## src/rtl/pipe_stage_elastic.sv

```systemverilog
// Elastic inter-stage pipeline register with valid/ready handshaking,
// synchronous flush, an optional 2-entry skid buffer and a saturating
// stall-cycle counter. A zero control field is the NOP encoding.
module pipe_stage_elastic #(
   parameter int CTRL_W = 35,
   parameter int DATA_W = 61,
   parameter int SKID   = 1,
   parameter int CNT_W  = 16
) (
   input  logic              clk,
   input  logic              rst_n,
   input  logic              flush,
   input  logic              in_valid,
   output logic              in_ready,
   input  logic [CTRL_W-1:0] in_ctrl,
   input  logic [DATA_W-1:0] in_data,
   output logic              out_valid,
   input  logic              out_ready,
   output logic [CTRL_W-1:0] out_ctrl,
   output logic [DATA_W-1:0] out_data,
   output logic [1:0]        occupancy,
   output logic [CNT_W-1:0]  stall_cnt
);

   typedef enum logic [1:0] {
      ST_EMPTY = 2'd0,
      ST_BUSY  = 2'd1,
      ST_FULL  = 2'd2
   } state_e;

   state_e              state_q, state_d;
   logic [CTRL_W-1:0]   main_ctrl_q, main_ctrl_d;
   logic [DATA_W-1:0]   main_data_q, main_data_d;
   logic [CTRL_W-1:0]   skid_ctrl_q, skid_ctrl_d;
   logic [DATA_W-1:0]   skid_data_q, skid_data_d;
   logic [CNT_W-1:0]    stall_cnt_q, stall_cnt_d;

   // Outputs decoded from the state register; in_ready only looks at
   // out_ready when there is no skid slot to absorb a stalled transfer.
   always_comb begin
      out_valid = (state_q != ST_EMPTY);
      out_ctrl  = out_valid ? main_ctrl_q : '0;
      out_data  = main_data_q;
      stall_cnt = stall_cnt_q;
      if (SKID != 0) begin
         in_ready = (state_q != ST_FULL);
      end else begin
         in_ready = (state_q == ST_EMPTY) || out_ready;
      end
      case (state_q)
         ST_BUSY: occupancy = 2'd1;
         ST_FULL: occupancy = 2'd2;
         default: occupancy = 2'd0;
      endcase
   end

   // Next-state and datapath: flush beats everything, then FIFO moves.
   always_comb begin
      // NOTE: every _d gets its hold value first so no path leaves it unassigned (no latch).
      state_d     = state_q;
      main_ctrl_d = main_ctrl_q;
      main_data_d = main_data_q;
      skid_ctrl_d = skid_ctrl_q;
      skid_data_d = skid_data_q;
      if (flush) begin
         // Killed entries become NOPs; data payload is don't-care and kept.
         state_d     = ST_EMPTY;
         main_ctrl_d = '0;
         skid_ctrl_d = '0;
      end else begin
         case (state_q)
            ST_EMPTY: begin
               if (in_valid) begin
                  main_ctrl_d = in_ctrl;
                  main_data_d = in_data;
                  state_d     = ST_BUSY;
               end
            end
            ST_BUSY: begin
               if (in_valid && out_ready) begin
                  main_ctrl_d = in_ctrl;
                  main_data_d = in_data;
               end else if (in_valid && (SKID != 0)) begin
                  // Downstream stalled while we had already promised ready.
                  skid_ctrl_d = in_ctrl;
                  skid_data_d = in_data;
                  state_d     = ST_FULL;
               end else if (!in_valid && out_ready) begin
                  state_d = ST_EMPTY;
               end
            end
            ST_FULL: begin
               if (out_ready) begin
                  main_ctrl_d = skid_ctrl_q;
                  main_data_d = skid_data_q;
                  state_d     = ST_BUSY;
               end
            end
            default: state_d = ST_EMPTY;
         endcase
      end
   end

   // Saturating count of cycles where an entry waits on downstream.
   always_comb begin
      stall_cnt_d = stall_cnt_q;
      if (out_valid && !out_ready && (stall_cnt_q != {CNT_W{1'b1}})) begin
         stall_cnt_d = stall_cnt_q + CNT_W'(1);
      end
   end

   // State and payload registers.
   always_ff @(posedge clk or negedge rst_n) begin
      // NOTE: payload registers are reset too so no X ever reaches out_data.
      if (!rst_n) begin
         state_q     <= ST_EMPTY;
         main_ctrl_q <= '0;
         main_data_q <= '0;
         skid_ctrl_q <= '0;
         skid_data_q <= '0;
         stall_cnt_q <= '0;
      end else begin
         // NOTE: non-blocking so every register samples pre-edge values.
         state_q     <= state_d;
         main_ctrl_q <= main_ctrl_d;
         main_data_q <= main_data_d;
         skid_ctrl_q <= skid_ctrl_d;
         skid_data_q <= skid_data_d;
         stall_cnt_q <= stall_cnt_d;
      end
   end

endmodule

```

## config.mk

```make
export PLATFORM = sky130hd
export DESIGN_NAME = pipe_stage_elastic
export DESIGN_NICKNAME = d
export VERILOG_FILES = /design/src/rtl/pipe_stage_elastic.sv
export SDC_FILE = /design/constraint.sdc
export NUM_CORES = 1
export LEC_CHECK = 0
export BUFFER_PORTS_ARGS = -buffer_cell sky130_fd_sc_hd__clkbuf_2
export CAP_MARGIN = 30
export CORE_MARGIN = 4
export CORE_UTILIZATION = 40
export DETAILED_ROUTE_END_ITERATION = 10
export MAX_ROUTING_LAYER = met4
export SLEW_MARGIN = 10
export SYNTH_ARGS = -nofsm -noshare
export SYNTH_HDL_FRONTEND = slang
export SYNTH_SLANG_ARGS = --single-unit
```

## constraint.sdc

```tcl
create_clock -name clk -period 5.93 [get_ports clk]
set_clock_uncertainty 0.1 [all_clocks]
set_input_delay 1.4825 -clock clk [delete_from_list [all_inputs] [get_ports clk]]
set_output_delay 1.4825 -clock clk [all_outputs]
set_load 0.01 [all_outputs]
```

==> impl_metrics.tcl, run 1 <==
set metrics [dict create \
    outcome "completed" \
    p_per_area_mw_per_mm2 385 \
    synth_xor_area_frac 0.00931 \
    worstHoldPathType "reg -> reg" \
    rows 55 \
    path_max_fanout 36 \
    grt_pass1_vias 6861 \
    multi_input_area_mm2 0.00385 \
    setup_violations 0 \
    core-area_mm2 0.0229 \
    crit_path_start_kind "flip-flop" \
    yosys.area.top_type "dfrtp_1" \
    cts_tree "built" \
    hold_viol_final 0 \
    area_delta_synth_final_pct 22.8 \
    postCtsHoldBufs 0 \
    cts.sinks 210 \
    worstSetupPathType "reg -> out" \
    numCtsBuffers 23 \
    fill_cells 2112 \
    grt_antenna_before_repair 1 \
    dieArea_mm2 0.0260 \
    vias 6778 \
    fin_nets 1148 \
    layout_setup_ws_ps 2300 \
    pre_cts_ws_ps 2210 \
    start_util 0.410 \
    regArea_mm2 0.00526 \
    grt_pass1_wl_um 36600 \
    synth_fa_ha_area_frac 0.00798 \
    rsz0062_at_grt "false" \
    power.leakage_nw 5.26 \
    routed_wl_um 22100 \
    die_w_um 161 \
    synth.net_count 954 \
    post-cts-setup-buffers 0 \
    tightestPinTransition_ps 882 \
    syn_area_per_cell_um2 11.1 \
    clk_pin_slew_ps 60 \
    clk_latency_ps 500 \
    fmax_ghz 0.276 \
    holdWs_ps 377 \
    avgRoutedWirePerCell_um 16.1 \
    worstPathArrival_ps 2040 \
    synth_cell_type_count 37 \
    die_h_um 161 \
    place_congestion 0.787 \
    synth_compound_area_frac 0.0869 \
    io_pins 217 \
    fin_crit_ps 3630 \
    muxShareOfSynthArea 0.181 \
    synthCells 847 \
    drive_gt1_frac 0.316 \
    slew_violations 0 \
    post_cts_resized 0 \
    grt_use_total 0.174 \
    grt_remaining_overflow 0 \
    fin_crit_sh 0.612 \
    drtPass1Iterations 7 \
    maxCapViolCount 0 \
    clk_path_buf_depth 3 \
    drc 0 \
    tns_ps 0 \
    ant_nets 0 \
    syn_area_mm2 0.00941 \
    portBuffers 216 \
    synth_seq_cells 210 \
    dp_hpwl_um 14500 \
    slew-limit-headroom 0.412 \
    first_iter_violations 350 \
    grt_max_degree 107 \
    cts_root_buffer "clkbuf_16" \
    seq_area_frac_synth 0.559 \
    cp.required_ps 4350 \
    synth_top_family_by_area "multiplexers" \
    synth_top_area_share 0.559 \
    viasPerCell 4.94 \
    htree_levels 1 \
    worst_setup_path_end_kind "primary output" \
    synth_area_leaders "dfrtp_1 56%, mux2i_1 10%, mux2_2 7.3%" \
    synth-simple-area-share 0.121 \
    ir_worst_vdd_v 0.000189 \
    ys_warn_count 0 \
]
==> Yosys cell counts (all sizes together) <==
master and number:
and4 1, or2 1, nor4 2, o21ai 65, nor2b 36, o21bai 1, mux2i 96, nand3 6
xor2 8, nor2 49, or4 1, a21oi 39, and4bb 1, nor3b 2, a211oi 35, ha 6
nand2b 3, and3 1, nor3 3, inv 8, xnor2 2, clkbuf 25, dfrtp 210, o221ai 1
or3 1, nand4 5, buf 33, mux2 66, nor4b 1, nand2 138, o221a 1
==> state kept, by name, summed over array words and instances (netlist names) <==
signal,cells
state_q,2
stall_cnt,16
out_data,61
skid_data_q,61
main_ctrl_q,35
skid_ctrl_q,35
==> stage by stage <==
| step | instances | cell area [µm²] | power (mW) | utilization |
|---|---|---|---|---|
| 2_1_floorplan | 847 | 9410 | 2.60 | - |
| 3_3_place_gp | 1327 | 10700 | 2.95 | 0.467 |
| 3_5_place_dp | 1329 | 10700 | 3.00 | 0.469 |
| 4_1_cts | 1370 | 11500 | 4.51 | 0.504 |
| 5_1_grt | 1371 | 11500 | 4.72 | 0.504 |
| 6_report | 1371 | 11500 | 4.45 | 0.504 |
==> report_power, final <==
group	internal (mW)	leakage, nW	switching [mW]	total, mW
sequential	1.81	2.69	0.205	2.01
combinational	0.437	2.18	0.500	0.937
clock	0.920	0.394	0.579	1.50
total	3.16	5.26	1.28	4.45
==> cells in the final DEF, fill, tap and decap left out, types with 6 or more instances in the layout <==
cell type and n:
a211oi_1 35, a21oi_1 39, buf_4 8, clkbuf_16 23, clkbuf_2 215, clkbuf_8 7, dfrtp_1 210, inv_1 8
mux2_2 61, mux2i_1 96, nand2_1 138, nand3_1 6, nor2_1 47, nor2b_1 36, o21ai_0 65, xor2_1 8
==> cell families after synthesis <==
| family | after synthesis |
|---|---|
| buffers and inverters | 66 |
| and+or+nand+nor | 251 |
| DFF | 210 |
| xor gates and xnor gates | 10 |
| muxes | 162 |
| adders and majority gates | 6 |
| AOI/OAI and AO/OA | 142 |
==> path summary, 6_finish.rpt <==
kind / slack [ps] / startpoint / endpoint / depth (start not counted)
min in group asynchronous: 980 / rst_n / main_ctrl_q[21] / 1
worst max register to register: 2780 / state_q[0] / main_ctrl_q[20] / 8
worst min-delay path: 380 / out_data[41] / out_data[41] / 2
worst min register to register: 380 / out_data[41] / out_data[41] / 2
max in group asynchronous: 3620 / rst_n / out_data[18] / 2
worst max-delay path: 2300 / state_q[0] / in_ready / 5
==> worst max-delay path, cell delays in order, from the launching register on <==
cell and delay [ps]:
dfrtp_1 410, inv_1 160, ha_2 180, buf_4 530
inv_1 80, clkbuf_2 150
==> area by class of cell <==
type                       count  area share
antenna                        1    0.000217
clock buffer                  33      0.0583
clock inverter                 8      0.0106
inverter                       8     0.00260
multi-input combinational    571       0.334
sequential                   210       0.455
tap                          313      0.0339
timing repair buffer         227       0.105
==> routing by layer <==
layer | GRT usage | routed length (µm)
met1 | 0.235 | 10000
met3 | 0.0288 | 975
met5 | - | 0
met2 | 0.271 | 10400
met4 | 0.0543 | 595
(Power assumes the default switching activity.)
==> inputs of run 2 (changes only) <==
==> constraint.sdc (replaced) <==
create_clock -name clk -period 3.1 [get_ports clk]
set_clock_uncertainty 0.1 [all_clocks]
set_input_delay 0.775 -clock clk [delete_from_list [all_inputs] [get_ports clk]]
set_output_delay 0.775 -clock clk [all_outputs]
set_load 0.01 [all_outputs]
==> impl_metrics.tcl, run 2 (synthesized netlist as in run 1, its figures left out) <==
set metrics [dict create \
    crit_path_start_kind "flip-flop" \
    layout_commonest_cell "clkbuf_2" \
    slew-limit-headroom 0.463 \
    rows 55 \
    cts_root_buffer "clkbuf_16" \
    ant_nets 0 \
    clk_latency_ps 510 \
    fin_nets 1155 \
    routed_wl_um 22300 \
    htree_levels 1 \
    holdWs_ps 130 \
    core-area_mm2 0.0229 \
    tns_ps 0 \
    postCtsHoldBufs 0 \
    first_iter_violations 341 \
    power.leakage_nw 5.35 \
    cts_tree "built" \
    avgRoutedWirePerCell_um 16.2 \
    grt_use_total 0.175 \
    grt_pass1_wl_um 36600 \
    start_util 0.410 \
    path_max_fanout 41 \
    viasPerCell 4.90 \
    grt_remaining_overflow 0 \
    fmax_ghz 0.371 \
    tightestPinTransition_ps 806 \
    antennaDiodeCount 0 \
    fin_crit_ps 2700 \
    setup_violations 0 \
    die_w_um 161 \
    post-cts-setup-buffers 0 \
    drc 0 \
    final_core_util 0.512 \
    die_h_um 161 \
    fin_crit_sh 0.869 \
    place_congestion 0.787 \
    portBuffers 216 \
    dp_hpwl_um 14700 \
    numCtsBuffers 24 \
    maxCapViolCount 0 \
    pre_cts_ws_ps 659 \
    worst_setup_path_end_kind "primary output" \
    clk_path_buf_depth 3 \
    vias 6743 \
    cp.required_ps 2220 \
    layout_setup_ws_ps 405 \
    ir_worst_vdd_v 0.000465 \
    worstPathArrival_ps 1820 \
    worstHoldPathType "in -> async" \
    drtPass1Iterations 4 \
    hold_viol_final 0 \
    outcome "completed" \
    cts.sinks 210 \
    fill_cells 2112 \
    area_delta_synth_final_pct 24.7 \
    io_pins 217 \
    grt_antenna_before_repair 0 \
    worstSetupPathType "reg -> out" \
    grt_pass1_vias 6760 \
    rsz0062_at_grt "false" \
    clk_pin_slew_ps 60 \
    p_per_area_mw_per_mm2 744 \
    slew_violations 0 \
    mostFrequentLayoutCells "215 x clkbuf_2, 210 x dfrtp_1, 138 x nand2_1, 96 x mux2i_1, 65 x o21ai_0" \
    dieArea_mm2 0.0260 \
    drive_gt1_frac 0.322 \
    post_cts_resized 0 \
    grt_max_degree 73 \
]
## run 2: metal layers
| metal | GRT usage | vias up | part of all wire |
|---|---|---|---|
| li1 | - | 3308 | - |
| met1 | 0.235 | 3260 | 0.45 |
| met2 | 0.279 | 141 | 0.48 |
| met3 | 0.0344 | 34 | 0.050 |
| met4 | 0.0376 | 0 | 0.020 |
| met5 | - | - | 0 |
## run 2: layout make-up
cell class              instances  area [µm²]  area share
well taps                     313         392      0.0334
repair buffers                233        1340       0.114
inverters                       8        30.0     0.00256
flip-flops and latches        210        5260       0.448
clock buffers                  33         716      0.0610
clock inverters                 8         140      0.0119
multi-input cells             571        3850       0.329
## run 2: stage by stage
| stage | cell area, µm² | total power, mW | cells |
|---|---|---|---|
| finish | 11700 | 8.72 | 1376 |
| global route | 11700 | 9.26 | 1376 |
| CTS | 11700 | 8.87 | 1376 |
| detailed placement | 10900 | 5.78 | 1335 |
| global placement | 10900 | 5.71 | 1335 |
| floorplan | 9410 | 4.96 | 847 |
## run 2: path summary, 6_finish.rpt
kind,start,end,slack [ps],depth (start not counted)
worst min register to register,out_data[20],out_data[20],380,2
worst max register to register,state_q[0],stall_cnt[14],630,7
min in group clk,out_data[20],out_data[20],380,2
max in group asynchronous,rst_n,out_data[56],2000,2
worst max-delay path,state_q[0],out_ctrl[13],400,5
worst min-delay path,rst_n,main_ctrl_q[21],130,1
## run 2: where the power goes
| part | leakage (nW) | switching (mW) | internal, mW |
|---|---|---|---|
| registers | 2.69 | 0.398 | 3.45 |
| logic | 2.24 | 0.963 | 0.876 |
| clock network | 0.426 | 1.10 | 1.93 |
## run 2: worst max-delay path: stages (launching register included)
cell and delay (ps):
dfrtp_1 410, inv_1 120, ha_1 240, buf_12 190, nor2b_1 190, clkbuf_2 160
